[src/rtl/cp0_reg.sv]
// CP0 register file: Count/Compare timer, Status, Cause, EPC, PRId, Config.
// Define CP0_TIMER_EN to build Count/Compare and the timer interrupt.
module cp0_reg (
  input  logic        clk,
  input  logic        rst,
  input  logic        we_i,
  input  logic [4:0]  waddr_i,
  input  logic [4:0]  raddr_i,
  input  logic [31:0] data_i,
  input  logic [5:0]  int_i,
  input  logic [31:0] excepttype_i,
  input  logic [31:0] current_inst_addr_i,
  input  logic        is_in_delayslot_i,
  output logic [31:0] data_o,
  output logic [31:0] count_o,
  output logic [31:0] compare_o,
  output logic [31:0] status_o,
  output logic [31:0] cause_o,
  output logic [31:0] epc_o,
  output logic [31:0] config_o,
  output logic [31:0] prid_o,
  output logic        timer_int_o
);
  localparam logic [4:0] REG_COUNT   = 5'd9;
  localparam logic [4:0] REG_COMPARE = 5'd11;
  localparam logic [4:0] REG_STATUS  = 5'd12;
  localparam logic [4:0] REG_CAUSE   = 5'd13;
  localparam logic [4:0] REG_EPC     = 5'd14;
  localparam logic [4:0] REG_PRID    = 5'd15;
  localparam logic [4:0] REG_CONFIG  = 5'd16;

  localparam logic [31:0] STATUS_RST = 32'h1000_0000;
  localparam logic [31:0] CONFIG_VAL = 32'h0000_8000;
  localparam logic [31:0] PRID_VAL   = 32'h004C_0102;

  logic [31:0] status_q, status_d;
  logic [31:0] cause_q, cause_d;
  logic [31:0] epc_q, epc_d;
  logic [31:0] exc_epc;

`ifdef CP0_TIMER_EN
  logic [31:0] count_q, count_d;
  logic [31:0] compare_q, compare_d;
  logic        timer_int_q, timer_int_d;

  // A Compare write wins over a same-cycle match so software can always ack.
  always_comb begin
    count_d     = count_q + 32'd1;
    compare_d   = compare_q;
    timer_int_d = timer_int_q;
    if (compare_q != 32'd0 && count_q == compare_q) timer_int_d = 1'b1;
    if (we_i && waddr_i == REG_COUNT) count_d = data_i;
    if (we_i && waddr_i == REG_COMPARE) begin
      compare_d   = data_i;
      timer_int_d = 1'b0;
    end
  end

  always_ff @(posedge clk) begin
    if (rst) begin
      count_q     <= '0;
      compare_q   <= '0;
      timer_int_q <= 1'b0;
    end else begin
      count_q     <= count_d;
      compare_q   <= compare_d;
      timer_int_q <= timer_int_d;
    end
  end

  assign count_o     = count_q;
  assign compare_o   = compare_q;
  assign timer_int_o = timer_int_q;
`else
  assign count_o     = '0;
  assign compare_o   = '0;
  assign timer_int_o = 1'b0;
`endif

  always_comb begin
    status_d = status_q;
    cause_d  = cause_q;
    epc_d    = epc_q;
    exc_epc  = is_in_delayslot_i ? current_inst_addr_i - 32'd4 : current_inst_addr_i;
    cause_d[15:10] = int_i;
    if (we_i) begin
      case (waddr_i)
        REG_STATUS: status_d = data_i;
        REG_EPC:    epc_d    = data_i;
        REG_CAUSE: begin
          cause_d[9:8]   = data_i[9:8];
          cause_d[23:22] = data_i[23:22];
        end
        default: ;
      endcase
    end
    // Exception fields land after the mtc0 so they override overlapping bits.
    case (excepttype_i)
      32'h01: begin
        epc_d         = exc_epc;
        cause_d[31]   = is_in_delayslot_i;
        status_d[1]   = 1'b1;
        cause_d[6:2]  = 5'd0;
      end
      32'h08, 32'h0A, 32'h0C, 32'h0D, 32'h0F: begin
        if (!status_q[1]) begin
          epc_d       = exc_epc;
          cause_d[31] = is_in_delayslot_i;
        end
        status_d[1]  = 1'b1;
        cause_d[6:2] = excepttype_i[4:0];
      end
      32'h0E: status_d[1] = 1'b0;
      default: ;
    endcase
  end

  always_ff @(posedge clk) begin
    if (rst) begin
      status_q <= STATUS_RST;
      cause_q  <= '0;
      epc_q    <= '0;
    end else begin
      status_q <= status_d;
      cause_q  <= cause_d;
      epc_q    <= epc_d;
    end
  end

  assign status_o = status_q;
  assign cause_o  = cause_q;
  assign epc_o    = epc_q;
  assign config_o = CONFIG_VAL;
  assign prid_o   = PRID_VAL;

  always_comb begin
    data_o = '0;
    case (raddr_i)
      REG_COUNT:   data_o = count_o;
      REG_COMPARE: data_o = compare_o;
      REG_STATUS:  data_o = status_q;
      REG_CAUSE:   data_o = cause_q;
      REG_EPC:     data_o = epc_q;
      REG_PRID:    data_o = PRID_VAL;
      REG_CONFIG:  data_o = CONFIG_VAL;
      default:     data_o = '0;
    endcase
  end
endmodule
[config.mk]
export PLATFORM = sky130hd
export DESIGN_NAME = cp0_reg
export DESIGN_NICKNAME = d
export VERILOG_FILES = /design/src/rtl/cp0_reg.sv
export SDC_FILE = /design/constraint.sdc
export NUM_CORES = 1
export LEC_CHECK = 0
export ABC_CLOCK_PERIOD_IN_PS = 2000
export BUFFER_PORTS_ARGS = -buffer_cell sky130_fd_sc_hd__buf_2
export CELL_PAD_IN_SITES_DETAIL_PLACEMENT = 1
export CELL_PAD_IN_SITES_GLOBAL_PLACEMENT = 2
export CORE_AREA = 2 2 171 173
export DETAILED_ROUTE_END_ITERATION = 16
export DIE_AREA = 0 0 173 175
export HOLD_SLACK_MARGIN = 0.15
export PLACE_DENSITY = 0.86
export SLEW_MARGIN = 10
export SYNTH_ARGS = -nofsm -noshare
export SYNTH_HDL_FRONTEND = slang
export SYNTH_SLANG_ARGS = --single-unit
export TNS_END_PERCENT = 100
[constraint.sdc]
create_clock -name clk -period 2 [get_ports clk]
set_clock_uncertainty 0.15 [all_clocks]
set_input_delay 0.1 -clock clk [delete_from_list [all_inputs] [get_ports clk]]
set_output_delay 0.1 -clock clk [all_outputs]
set_load 0.005 [all_outputs]
# --- Word-level counts from Yosys, hierarchy flattened ---
# Index checks and enable logic that the tools add are counted.
# Widths: inputs -> output; s select.
totals:
  reg_bits: 80
  latch_bits: 0
  ram_bits: 0
  romBits: 0
  inputBits: 116
  output_inout_bits: 257
  wordCells: 45
  memories: 0
op_classes:
  n_addsub: 1
  mul: 0
  n_div: 0
  magnitude_cmp: 0
  eq_ne: 16
  shift: 0
  mux: 12
  n_bitwise: 0
  n_reduce_logical: 9
ops:
  columns: ["operator", "n"]
  rows:
  - ["$eq 32x4->1 const B", 6]
  - ["$pmux 32 s5", 1]
  - ["$mux 32", 4]
  - ["$pmux 32 s2", 1]
  - ["$eq 5x4->1 const B", 7]
  - ["$eq 32x1->1 const B", 1]
  - ["$sub 32x3->32 const B", 1]
  - ["$pmux 5 s2", 1]
  - ["$reduce_and 2->1", 4]
  - ["$reduce_bool 3->1", 2]
  - ["$reduce_or 6->1", 1]
  - ["$eq 5x5->1 const B", 1]
  - ["$reduce_or 5->1", 1]
  - ["$mux 2", 2]
  - ["$pmux 1 s2", 2]
  - ["$ne 2x2->1 const B", 1]
  - ["$reduce_bool 2->1", 1]
  - ["$mux 1", 1]

# --- Depth between registers and ports, before layout ---
depth:
  word_depth: 5
  mapped_depth: 7
  ltp_nobuf: 7

# --- Worst setup path before layout ---
# No wires, ideal clock.
synth_timing:
  path_type: "input -> register"
  from: "input port excepttype_i[23]"
  to: "register epc_q[26], in the netlist epc_o[26]"
  setup_time_ns: 0.086
  arrival_ns: 1.693
  t_required_ns: 1.764
  path_slack_ns: 0.071
  stages: 7
  path_buffers: 2
  path_cell_list: "or4_1 > nor2_1 > and4_1 > clkbuf_1 > buf_4 > a211oi_1 > a211oi_1"
synth_via:
  elab_chain_cells: 3
  elab_cells_between_ends: 8
  classes_between: "6 x eq/ne; 1 x mux; 1 x reduce/logical"
synth_rtl:
  columns: ["element", "line", "source"]
  rows:
  - ["start, declared", "11", "input logic [31:0] excepttype_i,"]
  - ["$eq 32x4->1", "98", "case (excepttype_i)"]
  - ["$reduce_or 5->1", "98", null]
  - ["$pmux 32 s2 *", "98", null]
  - ["end signal, assigned", "126", "epc_q <= epc_d;"]
  - ["end, declared", "38", "logic [31:0] epc_q, epc_d;"]
# Mark *: on every way between the ends. The rest lies on a longest branch, timed or not.
# A chain may end at the register's enable or synchronous reset.

# --- Worst setup path in the final report ---
layout_timing:
  from: "input port excepttype_i[23]"
  to: "register epc_q[1], in the netlist epc_o[1]"
# Same word-level chain as after synthesis.

==> reports/summary.json <==
{
  "setup_path": {
    "critPathTopFamily": "simple AND/OR/NAND/NOR gates",
    "critPathRequiredTime_ns": 2.09,
    "critical_path_class": "in2reg",
    "cp_cell_sequence": "buf_2 -> or4_1 -> nor2_4 -> nand4_1 -> buf_12 -> nor2_1 -> a211oi_1 -> dlygate4sd3_1",
    "r2r_cells": 7,
    "type_of_destination_of_the_critical_path": "flip-flop",
    "critPathMaxFanout": 4,
    "critical_path_arrival_ns": 2.04,
    "startpoint_type": "primary input",
    "crit_slowest_cell": "sky130_fd_sc_hd__or4_1",
    "critical_path_cell_count": 8,
    "total_buffers_and_inverters_traversed_by_the_critical_path": 3,
    "worst_path_largest_cell_delay_ns": 0.57
  },
  "synthesis": {
    "mappedNetlistArea_um2": 5610,
    "synth_flop_cell": "sky130_fd_sc_hd__dfxtp_1",
    "synth_cells": 699,
    "synth-seq-area-share": 0.285,
    "synth_area_leader_cell": "sky130_fd_sc_hd__dfxtp_1",
    "yosys.cell_types.count": 49,
    "synth-edff-count": 0,
    "yosys_warnings": 0,
    "ys_ff_latch": 80,
    "largest_cells_by_area_after_synthesis": "sky130_fd_sc_hd__dfxtp_1 29%, sky130_fd_sc_hd__buf_4 20%, sky130_fd_sc_hd__mux2i_1 8.7%, sky130_fd_sc_hd__a211oi_1 5.5%, sky130_fd_sc_hd__nand2_1 4.9%",
    "syn_avg_cell_area_um2": 8.03,
    "yosysTopAreaCellShare": 0.285,
    "synthArstFlopShare": 0
  },
  "route": {
    "postRouteAntennaNets": 0,
    "wl_per_cell_um": 16.8,
    "detailedRoute.firstIterationViolations": 160,
    "dr_total_vias": 5991,
    "routed_via_density": 4.13,
    "finalWirelength_mm": 24.4,
    "remaining_drc_errors": 0,
    "first_pass_iters": 4
  },
  "cts": {
    "worst_setup_hold_path_clk_slew_ns": 0.06,
    "root_buffer": "sky130_fd_sc_hd__clkbuf_16",
    "cts_tree": "done",
    "insertion_delay_ns": 0.34,
    "cts_num_sinks": 80,
    "cts_htree_levels": 3,
    "max-clock-path-buffers": 2,
    "cts_inserted_buffers": 9
  },
  "power_and_ir_drop": {
    "static-leakage-power_nw": 3.78,
    "design_internal_power_w": 0.00292,
    "share_seq_of_total_power": 0.406,
    "power-per-cell-area_nw_per_um2": 470,
    "power.net_switching_w": 0.00108,
    "combinationalPowerShare": 0.167,
    "max-vdd-ir-drop_v": 0.000349,
    "clock_power_share": 0.427,
    "power.switching_fraction": 0.269
  },
  "sta": {
    "final.setup.worst_slack_ns": 0.0424,
    "setup_repair_after_global_routing_missed_its_margin": "yes",
    "final-max-slew-violation-count": 0,
    "finalHoldViolCount": 0,
    "final-setup-viol-count": 0,
    "maxClockFrequency_ghz": 0.511,
    "period_share": 0.979,
    "final.hold.worst_slack_ns": 0.168,
    "final.min_clock_period_ns": 1.96
  },
  "floorplanning": {
    "dieArea_um2": 30300,
    "die_extent_in_y_um": 175,
    "die_extent_in_x_um": 173,
    "rows": 62,
    "pin_count": 373,
    "floorplan.core_area_um2": 28400,
    "initial_utilization": 0.198
  },
  "final_layout": {
    "finish.net_count": 1176,
    "layout-drive-gt1-share": 0.311,
    "areaGrowthSynthToFinish_pct": 51.5,
    "number_of_fillers_in_the_final_layout": 3534,
    "post_layout_nonfiller_instances": 1451
  },
  "global_routing": {
    "grt_pass1_wl_mm": 35.3,
    "grt_remaining_overflow": 0,
    "initial_antenna_violation_count": 4,
    "grt_use_total": 0.150,
    "grt_pass1_vias": 6066,
    "grt_start_max_net_pins": 40
  },
  "job": {
    "max-cap-violations": 0
  },
  "worst_hold_path": {
    "min_delay_path_depth": 4,
    "worstHoldPathType": "in2reg"
  },
  "place": {
    "preCtsSetupSlack_ns": -0.142,
    "port_buffers": 227,
    "place.gp.congestion": 0.777,
    "dp_hpwl_mm": 17.5,
    "dpl.cell_count": 1317
  },
  "status": {
    "status": "completed"
  }
}
placed cells by master, fill, tap and decap left out, types with 3 or more instances in the layout:
cell type and instances:
sky130_fd_sc_hd__buf_2 226, sky130_fd_sc_hd__conb_1 145, sky130_fd_sc_hd__dlygate4sd3_1 104, sky130_fd_sc_hd__dfxtp_1 80
sky130_fd_sc_hd__nand2_1 73, sky130_fd_sc_hd__nor2_1 69, sky130_fd_sc_hd__a21oi_1 53, sky130_fd_sc_hd__buf_4 50
sky130_fd_sc_hd__mux2i_1 49, sky130_fd_sc_hd__a211oi_1 41, sky130_fd_sc_hd__xnor2_1 26, sky130_fd_sc_hd__nor2b_1 20
sky130_fd_sc_hd__clkbuf_16 12, sky130_fd_sc_hd__nand3_1 7, sky130_fd_sc_hd__buf_12 7, sky130_fd_sc_hd__nand4_1 6
sky130_fd_sc_hd__nand2b_1 6, sky130_fd_sc_hd__nand3b_1 5, sky130_fd_sc_hd__or4_1 5, sky130_fd_sc_hd__diode_2 4
sky130_fd_sc_hd__inv_1 4, sky130_fd_sc_hd__o21ai_0 4, sky130_fd_sc_hd__nor3_1 4, sky130_fd_sc_hd__nor4_1 4
sky130_fd_sc_hd__nor3_2 4, sky130_fd_sc_hd__a211oi_2 4, sky130_fd_sc_hd__or3_1 3, sky130_fd_sc_hd__nor4_2 3
sky130_fd_sc_hd__nor4_4 3, sky130_fd_sc_hd__nor4b_1 3, sky130_fd_sc_hd__nand4b_1 3, sky130_fd_sc_hd__xor2_1 3
sky130_fd_sc_hd__clkinv_2 3
flip-flops by register name (all words and copies together), names as in the netlist:
name	count
epc_o	32
status_o	32
cause_o	16
worst paths after layout:
check,start,endpoint,slack [ns]
setup / recovery,excepttype_i[23],epc_o[1],0.04
hold / removal,excepttype_i[1],status_o[1],0.17
setup reg to reg,status_o[1],epc_o[1],0.10
hold reg to reg,status_o[2],status_o[2],0.32
cell families after synthesis:
logic type,count (synthesis),share of synthesized area
xor gates and xnor gates,29,0.0453
buffers and inverters,189,0.226
other,2,0.00134
adders and majority gates,1,0.00223
muxes,51,0.0914
and+or+nand+nor,238,0.222
AOI/OAI and AO/OA,109,0.126
DFF,80,0.285
power by group through the flow:
| stage | Clock [W] | Sequential [W] | Combinational, W |
|---|---|---|---|
| 6_report | 0.00171 | 0.00162 | 0.000665 |
| 2_1_floorplan | 0 | 0.00166 | 0.000433 |
| 3_5_place_dp | 0 | 0.00166 | 0.000514 |
| 4_1_cts | 0.00176 | 0.00162 | 0.000646 |
| 3_3_place_gp | 0 | 0.00166 | 0.000507 |
| 5_1_grt | 0.00183 | 0.00162 | 0.000728 |
area by class of cell:
type,count,area [um2],share of cell area
multi-input combinational,573,3340,0.392
inverter,4,15.0,0.00177
sequential,80,1600,0.188
clock inverter,4,45.0,0.00530
timing repair buffer,391,2770,0.326
antenna,4,10.0,0.00118
clock buffer,11,243,0.0285
tap,384,480,0.0565
synthesized netlist by cell type (4+ instances only):
library cell / n
sky130_fd_sc_hd__nand2b_1: 6
sky130_fd_sc_hd__clkbuf_1: 31
sky130_fd_sc_hd__mux2i_1: 49
sky130_fd_sc_hd__a211oi_1: 41
sky130_fd_sc_hd__dfxtp_1: 80
sky130_fd_sc_hd__nor2_1: 72
sky130_fd_sc_hd__xnor2_1: 26
sky130_fd_sc_hd__nor2b_1: 20
sky130_fd_sc_hd__inv_1: 4
sky130_fd_sc_hd__nand4_1: 6
sky130_fd_sc_hd__a211oi_2: 4
sky130_fd_sc_hd__or4_1: 5
sky130_fd_sc_hd__nor3_1: 6
sky130_fd_sc_hd__a21oi_1: 53
sky130_fd_sc_hd__nand2_1: 73
sky130_fd_sc_hd__nor4_1: 5
sky130_fd_sc_hd__nand3_1: 7
sky130_fd_sc_hd__buf_4: 146
sky130_fd_sc_hd__nand3b_1: 5
sky130_fd_sc_hd__o21ai_0: 4
sky130_fd_sc_hd__or3_1: 4
sky130_fd_sc_hd__buf_2: 4
tightest hold or removal path: stages:
cell and delay, ns:
sky130_fd_sc_hd__buf_2 0.12, sky130_fd_sc_hd__and4b_1 0.19, sky130_fd_sc_hd__a22o_1 0.14, sky130_fd_sc_hd__a21oi_1 0.06
metrics by stage:
step	cell area [um2]	utilization	TNS (ns)	total power, W
2_1_floorplan	6150	-	0	0.00209
6_report	8500	0.300	0	0.00399
3_5_place_dp	6980	0.246	-0.736	0.00217
4_1_cts	8310	0.293	0	0.00403
3_3_place_gp	6980	0.246	-0.422	0.00216
5_1_grt	8500	0.299	-0.888	0.00418
per-layer routing:
| metal | vias up | wire length, um | global-route usage |
|---|---|---|---|
| li1 | 2829 | - | - |
| met1 | 2884 | 10700 | 0.184 |
| met2 | 246 | 11900 | 0.263 |
| met3 | 32 | 1310 | 0.0257 |
| met4 | 0 | 521 | 0.0565 |
| met5 | - | 0 | 0 |
timing repair:
action                                  4_1_cts  5_1_grt
hold buffers                                104        0
hold endpoints to repair                     79        0
endpoints found under the setup margin        0       43
gates resized for setup                       0       11
buffers inserted                              0        8
No activity file was read; power rests on OpenSTA's default activity.
